<file path="config.mk">
export PLATFORM = sky130hd
export DESIGN_NAME = term_write_ctrl
export DESIGN_NICKNAME = d
export VERILOG_FILES = /design/src/rtl/term_write_ctrl.sv
export SDC_FILE = /design/constraint.sdc
export NUM_CORES = 1
export LEC_CHECK = 0
export ABC_CLOCK_PERIOD_IN_PS = 2140
export BUFFER_PORTS_ARGS = -buffer_cell sky130_fd_sc_hd__buf_2
export CORE_MARGIN = 10
export CORE_UTILIZATION = 45
export CTS_BUF_LIST = sky130_fd_sc_hd__clkbuf_8
export DETAILED_ROUTE_END_ITERATION = 12
export GPL_ROUTABILITY_DRIVEN = 0
export GPL_TIMING_DRIVEN = 0
export PLACE_DENSITY = 0.7
export SKIP_CTS_REPAIR_TIMING = 1
export SYNTH_ARGS = -nofsm -noshare
export SYNTH_HDL_FRONTEND = slang
export SYNTH_SLANG_ARGS = --single-unit
</file>
<file path="constraint.sdc">
create_clock -name clk -period 2.14 [get_ports clk]
set_input_delay 0.214 -clock clk [delete_from_list [all_inputs] [get_ports clk]]
set_output_delay 0.214 -clock clk [all_outputs]
set_load 0.05 [all_outputs]
</file>
<file path="src/rtl/term_write_ctrl.sv">
// Write-port sequencer for the character-cell terminal buffer.
// Turns print/newline/backspace/clear commands into cell writes and keeps the cursor.
module term_write_ctrl #(
  parameter int          COLS  = 80,
  parameter int          ROWS  = 60,
  parameter logic [5:0]  BLANK = 6'd0
) (
  input  logic       clk,
  input  logic       rst,
  input  logic       in_valid,
  output logic       in_ready,
  input  logic [1:0] in_ctrl,
  input  logic [5:0] in_char,
  output logic [7:0] w_h_addr,
  output logic [7:0] w_v_addr,
  output logic [5:0] w_data,
  output logic       w_en,
  output logic [7:0] cur_h,
  output logic [7:0] cur_v,
  output logic       busy
);

  localparam logic [1:0] S_IDLE   = 2'd0;
  localparam logic [1:0] S_ROWCLR = 2'd1;
  localparam logic [1:0] S_CLEAR  = 2'd2;

  localparam logic [7:0] HMAX = 8'(COLS - 1);
  localparam logic [7:0] VMAX = 8'(ROWS - 1);

  localparam logic [1:0] C_PRINT = 2'b00;
  localparam logic [1:0] C_NL    = 2'b01;
  localparam logic [1:0] C_BS    = 2'b10;
  localparam logic [1:0] C_CLR   = 2'b11;

  logic [1:0] state;
  logic [7:0] clr_h;
  logic [7:0] clr_v;
  logic [7:0] next_v;
  logic       accept;

  assign in_ready = (state == S_IDLE);
  assign busy     = ~in_ready;
  assign accept   = in_ready & in_valid;

  // Row after the cursor row; output wraps to row 0 instead of scrolling.
  assign next_v = (cur_v == VMAX) ? 8'd0 : cur_v + 8'd1;

  always_ff @(posedge clk) begin
    if (rst) begin
      state    <= S_CLEAR;
      clr_h    <= 8'd0;
      clr_v    <= 8'd0;
      cur_h    <= 8'd0;
      cur_v    <= 8'd0;
      w_en     <= 1'b0;
      w_h_addr <= 8'd0;
      w_v_addr <= 8'd0;
      w_data   <= BLANK;
    end else begin
      w_en <= 1'b0;
      unique case (state)
        S_IDLE: begin
          if (accept) begin
            unique case (in_ctrl)
              C_PRINT: begin
                w_en     <= 1'b1;
                w_h_addr <= cur_h;
                w_v_addr <= cur_v;
                w_data   <= in_char;
                if (cur_h < HMAX) begin
                  cur_h <= cur_h + 8'd1;
                end else begin
                  cur_h <= 8'd0;
                  cur_v <= next_v;
                  clr_h <= 8'd0;
                  state <= S_ROWCLR;
                end
              end
              C_NL: begin
                cur_h <= 8'd0;
                cur_v <= next_v;
                clr_h <= 8'd0;
                state <= S_ROWCLR;
              end
              C_BS: begin
                if (cur_h != 8'd0) begin
                  cur_h    <= cur_h - 8'd1;
                  w_en     <= 1'b1;
                  w_h_addr <= cur_h - 8'd1;
                  w_v_addr <= cur_v;
                  w_data   <= BLANK;
                end else if (cur_v != 8'd0) begin
                  cur_h    <= HMAX;
                  cur_v    <= cur_v - 8'd1;
                  w_en     <= 1'b1;
                  w_h_addr <= HMAX;
                  w_v_addr <= cur_v - 8'd1;
                  w_data   <= BLANK;
                end
              end
              C_CLR: begin
                cur_h <= 8'd0;
                cur_v <= 8'd0;
                clr_h <= 8'd0;
                clr_v <= 8'd0;
                state <= S_CLEAR;
              end
              default: ;
            endcase
          end
        end
        S_ROWCLR: begin
          w_en     <= 1'b1;
          w_h_addr <= clr_h;
          w_v_addr <= cur_v;
          w_data   <= BLANK;
          if (clr_h == HMAX) begin
            clr_h <= 8'd0;
            state <= S_IDLE;
          end else begin
            clr_h <= clr_h + 8'd1;
          end
        end
        S_CLEAR: begin
          w_en     <= 1'b1;
          w_h_addr <= clr_h;
          w_v_addr <= clr_v;
          w_data   <= BLANK;
          if (clr_h == HMAX) begin
            clr_h <= 8'd0;
            if (clr_v == VMAX) begin
              clr_v <= 8'd0;
              state <= S_IDLE;
            end else begin
              clr_v <= clr_v + 8'd1;
            end
          end else begin
            clr_h <= clr_h + 8'd1;
          end
        end
        default: begin
          // Unreachable encoding: recover with a full clear.
          clr_h <= 8'd0;
          clr_v <= 8'd0;
          state <= S_CLEAR;
        end
      endcase
    end
  end

endmodule

</file>
# Word level (Yosys, flattened, before mapping)
# Cells that the tools add are included.
# classes
muxes	43
n_reduce_logical	15
addsub	6
bitwise_logic	3
multipliers	0
eq_ne	22
n_lt_le_gt_ge	1
div_mod_pow	0
shifts	0
# ops
operator	count
8-bit two-way mux	17
8-bit case mux with 2 select lines	5
8-bit case mux with 3 select lines	3
8-bit by 1-bit adder with 8-bit output (second input constant)	4
8-bit case mux with 4 select lines	1
6-bit case mux with 2 select lines	2
6-bit two-way mux	3
8-bit by 6-bit == test with 1-bit output (second input constant)	2
8-bit nonzero test	2
8-bit by 1-bit subtractor with 8-bit output (second input constant)	2
2-bit inequality test (second input constant)	6
2-bit case mux with 3 select lines	2
4-bit AND reduction	3
2-bit two-way mux	5
8-bit by 7-bit == test with 1-bit output (second input constant)	1
8-bit by 7-bit less-than comparator with 1-bit output (second input constant)	1
2-bit == test (second input constant)	3
3-bit inequality test (second input constant)	2
3-bit AND reduction	2
6-bit AND reduction	1
5-bit AND reduction	1
2-bit by 1-bit == test with 1-bit output (second input constant)	2
2-bit logical NOT	2
2-bit by 1-bit inequality test with 1-bit output (second input constant)	2
other kinds (11)	16
# word_totals
romBits	0
wordCells	99
n_memories	0
ramBits	0
regBits	57
output_inout_bits	41
latch_bits	0

# Depth between registers and ports, before layout
# depth
word_depth	6
mapped_depth	8
ltp_nobuf	7

# Least setup slack after synthesis
# No wires, ideal clock.
# synth_path
kind	register -> register
startpoint	reg cur_h[0]
endpoint	reg clr_h[2]
stages_incl_launch_ff	8
arrival_time_ns	2.327
path_slack_ns	-0.258
setup_ns	0.070
period_less_slack_ns	2.398
cell_sequence	dfxtp_1 > ha_1 > nand3_1 > a2111o_1 > and2_4 > buf_6 > or3b_1 > a21oi_1
# synth_via
elab_chain_cells	3
# synth_lines
element	line	text
start, declared	18	output logic [7:0] cur_h,
start signal, assigned	71	cur_h <= cur_h + 8'd1;
start signal, assigned	87	cur_h <= cur_h - 8'd1;
8-bit by 7-bit less-than comparator with 1-bit output	70	if (cur_h < HMAX) begin
3-bit inequality test (no source line)	--	
3-bit AND reduction (no source line)	--	
end signal, assigned	121	clr_h <= clr_h + 8'd1;
end signal, assigned	138	clr_h <= clr_h + 8'd1;
end, declared	36	logic [7:0] clr_h;
# No other way between the ends.
# A chain may end at the register's enable or synchronous reset.

# Final worst setup path
# layout_path
startpoint	reg cur_h[1]
endpoint	reg cur_v[7]
# layout_via
elab_chain_cells	3
# layout_lines
element	line	text
8-bit by 7-bit less-than comparator with 1-bit output / 8-bit nonzero test (equally long branches)	70, 86	
2-bit inequality test (no source line)	--	
5-bit AND reduction (no source line) *	--	
end signal, assigned	74	cur_v <= next_v;
end signal, assigned	81	cur_v <= next_v;
end signal, assigned	94	cur_v <= cur_v - 8'd1;
end, declared	19	output logic [7:0] cur_v,
# Every way passes the cells marked *; elsewhere a longest branch is shown, timed or not.

==> metrics.log <==
INFO  metric run_status = finished clean
INFO  metric cap_violations = 0
INFO  metric grt_util_all_layers = 0.196
INFO  metric synth_largest_area_cell = sky130_fd_sc_hd__dfxtp_1
INFO  metric critPathKind = flop to flop
INFO  metric worst_hold_startpoint = in_char[3]
INFO  metric r2r_start = cur_h[1]$_SDFFE_PP0P_
INFO  metric area_growth = 25.2%
INFO  metric slew_headroom = 0.558
INFO  metric mappedNetlistArea = between 0.003 and 0.004 mm²
INFO  metric worst_pin_slew = 0.662 ns
INFO  metric drt_iter0_markers = 266
INFO  metric required = between 2 and 2.5 ns
INFO  metric worstSetupStartpointType = flop
INFO  metric sw_frac_of_total = 0.244
INFO  metric share_of_post_route_cells_with_drive_strength_above_1 = 0.275
INFO  metric n_fill_cell = slightly above 700
INFO  metric path_max_fanout = 5
INFO  metric grt_pass1_wl = approximately 19,000 µm
INFO  metric register_area = 0.00115 mm²
INFO  metric synth.top_cell.area_share = 0.316
INFO  metric critPathLaunch = cur_h[1]$_SDFFE_PP0P_
INFO  metric detailed_route_wire_length_per_cell = about 19 µm
INFO  metric timing.reg2reg.setup_slack = between 0.01 and 0.015 ns
INFO  metric pwr_density_cell = approximately 520 mW/mm²
INFO  metric power.leakage = about 1.8 nW
INFO  metric worst_hold_path_type = input port to flop
INFO  metric multi_input_area = about 0.0024 mm²
INFO  metric route.detailed.vias_per_inst = just over 6
INFO  metric placement.setup.worst_slack = -0.267 ns
INFO  metric synth-edff-count = 0
INFO  metric synth.top_cells.by_area = sky130_fd_sc_hd__dfxtp_1, sky130_fd_sc_hd__a21oi_1, sky130_fd_sc_hd__nand2_1
INFO  metric clk_transition_reported_paths = around 0.07 ns
INFO  metric grt_antenna_before_repair = 0
INFO  metric dr_pass1_iterations = 7
INFO  metric clk_network_pwr_share = 0.481
INFO  metric design_power_total = about 2.4 mW
INFO  metric area_of_the_placeable_core = ~0.008 mm²
INFO  metric finish.net_count = approximately 560
INFO  metric clk-insertion-delay-late = around 0.34 ns
INFO  metric floorplan.rows = 32
INFO  metric tritoncts_clock_tree = yes
INFO  metric die-width = ~110 µm
INFO  metric yosys.cell_count.top_type = sky130_fd_sc_hd__dfxtp_1
INFO  metric syn-mean-instance-area = slightly below 8 µm²
INFO  metric final_core_util = 0.582
INFO  metric endpoint = cur_v[7]$_SDFFE_PP0P_
INFO  metric slew_viol_final = 0
INFO  metric tritoncts.num_buffers = 9
INFO  metric io_buffers = 49
INFO  metric ys_warn_count = 0
INFO  metric setup_repair_after_global_routing_missed_its_margin = yes
INFO  metric r2r_end = cur_v[7]$_SDFFE_PP0P_
INFO  metric initial_core_util = 0.465
INFO  metric hpwl = between 8000 and 9000 µm
INFO  metric post_synthesis_sequential_element_count = 57
INFO  metric die_h = 110 µm
INFO  metric synth_async_sr_flop_share = 0
INFO  metric cp-end-kind = flop
INFO  metric min_period_over_period = 0.994
INFO  metric ys_dominant_reg_cell = sky130_fd_sc_hd__dfxtp_1
INFO  metric clock_sink_count = 57
INFO  metric synth_fp_nets = 491
INFO  metric fin_crit = between 2 and 2.5 ns
INFO  metric clock_path_buffers = 2
INFO  metric timing.clock.skew = 0.00714 ns
INFO  metric postRouteAntennaNets = 0
INFO  metric power_frac_comb = 0.066
INFO  metric intPower = around 1.8 mW
INFO  metric synth_cell_type_count = about 70
INFO  metric finalSetupViolCount = 0
INFO  metric diodes = 0
INFO  metric post_synth_inst_count = ~470
INFO  metric synth.yosys.seq_area_share = 0.316
INFO  metric die_area = 0.0120 mm²
INFO  metric crit_arrival = 2.36 ns
INFO  metric clock_tree.root_cell = sky130_fd_sc_hd__clkbuf_8
INFO  metric io-pin-count = between 50 and 60
INFO  metric grt_remaining_overflow = 0
INFO  metric cts_htree_levels = 3
INFO  metric grt_pass1_vias = roughly 3,800
INFO  metric wirelength = between 10,000 and 15,000 µm
INFO  metric final.setup.worst_slack = ~0.012 ns
INFO  metric power_frac_seq = 0.453
INFO  metric p_sw = around 0.58 mW
INFO  metric synth.top_cells.by_count = sky130_fd_sc_hd__dfxtp_1, sky130_fd_sc_hd__a21oi_1, sky130_fd_sc_hd__nand2_1
INFO  metric maxClockFrequency = roughly 470 MHz
INFO  metric hold_violations = 0
INFO  metric irDropWorstVdd = a little under 600 µV
INFO  metric remaining_drc_errors = 0
INFO  metric largest_net_degree_at_the_start_of_global_routing = 11
INFO  metric worst-r2r-cell-count = 7
INFO  metric vias = roughly 4,000
how the worst min path moves through the flow:
stage                                           to  slack [ns]  depth (start not counted)
final                       w_data[3]$_SDFFE_PP0P_        0.12                          3
after global routing        w_data[5]$_SDFFE_PP0P_        0.13                          3
after CTS                   w_data[3]$_SDFFE_PP0P_        0.12                          3
after detailed placement  w_h_addr[5]$_SDFFE_PP0P_        0.45                          2
after global placement      w_data[2]$_SDFFE_PP0P_        0.43                          2
after floorplan             w_data[0]$_SDFFE_PP0P_        0.37                          2
flip-flops by register name (all words and copies together), names as in the netlist:
| register | count |
|---|---|
| w_h_addr | 8 |
| cur_h | 8 |
| state | 2 |
| w_v_addr | 8 |
| clr_v | 8 |
| clr_h | 8 |
| cur_v | 8 |
| w_data | 6 |
| w_en | 1 |
logic make-up after synthesis:
family,Yosys count,synth area share
adders and majority gates,11,0.0381
AOI/OAI and AO/OA,145,0.266
DFF,57,0.316
muxes,6,0.0180
buffers and inverters,53,0.0641
xor gates and xnor gates,14,0.0340
and+or+nand+nor,183,0.264
layout make-up:
type / instances / share of cell area
repair buffers: 62 / 0.0758
clock buffers: 10 / 0.0304
multi-input cells: 359 / 0.537
clock inverters: 5 / 0.0177
flip-flops and latches: 57 / 0.255
inverters: 16 / 0.0160
plain buffers: 36 / 0.0390
well taps: 102 / 0.0282
power by group through the flow:
stage / clock (mW) / sequential, mW / combinational [mW]
floorplan: 0 / 1.11 / 0.0837
global placement: 0 / 1.10 / 0.140
detailed placement: 0 / 1.10 / 0.143
CTS: 1.15 / 1.08 / 0.143
global route: 1.20 / 1.08 / 0.168
finish: 1.14 / 1.07 / 0.156
cell usage in the layout, fill, tap and decap left out, types with 9 or more instances in the layout:
| master | synthesis | layout |
|---|---|---|
| sky130_fd_sc_hd__buf_2 | 5 | 56 |
| sky130_fd_sc_hd__dfxtp_1 | 57 | 50 |
| sky130_fd_sc_hd__a21oi_1 | 46 | 45 |
| sky130_fd_sc_hd__nand2_1 | 42 | 42 |
| sky130_fd_sc_hd__nor2_1 | 36 | 35 |
| sky130_fd_sc_hd__nand3_1 | 28 | 26 |
| sky130_fd_sc_hd__clkbuf_1 | 26 | 19 |
| sky130_fd_sc_hd__o21ai_0 | 23 | 19 |
| sky130_fd_sc_hd__buf_4 | 3 | 16 |
| sky130_fd_sc_hd__nor3_1 | 19 | 15 |
| sky130_fd_sc_hd__inv_1 | 16 | 12 |
| sky130_fd_sc_hd__a31oi_1 | 13 | 12 |
| sky130_fd_sc_hd__xor2_1 | 10 | 10 |
| sky130_fd_sc_hd__clkbuf_8 | 0 | 10 |
| sky130_fd_sc_hd__nand4_1 | 9 | 9 |
routing by layer:
| layer | global-route usage | vias to the layer above | routed length, µm |
|---|---|---|---|
| met5 | 0 | - | 0 |
| met4 | 0.0716 | 0 | 265 |
| met3 | 0.0521 | 27 | 1020 |
| met2 | 0.324 | 180 | 5830 |
| met1 | 0.241 | 1923 | 4890 |
| li1 | - | 1895 | - |
metrics by stage:
stage                     setup TNS (ns)  hold WS, ns  std cells  cell area, µm²
final                                  0        0.122        647            4520
after global routing              -0.280        0.126        647            4520
after CTS                          -4.38        0.117        635            4220
after detailed placement           -3.35        0.445        620            4000
after global placement             -2.64        0.435        620            4000
after floorplan                  -0.0181        0.366        469            3630
critical path, cell delays in order (launching register included):
cell	delay [ns]
sky130_fd_sc_hd__dfxtp_4	0.38
sky130_fd_sc_hd__inv_4	0.07
sky130_fd_sc_hd__ha_4	0.16
sky130_fd_sc_hd__or4b_4	0.52
sky130_fd_sc_hd__nor2_4	0.20
sky130_fd_sc_hd__a311oi_4	0.16
sky130_fd_sc_hd__a211o_1	0.26
sky130_fd_sc_hd__a32o_2	0.27
(Power assumes the default switching activity.)
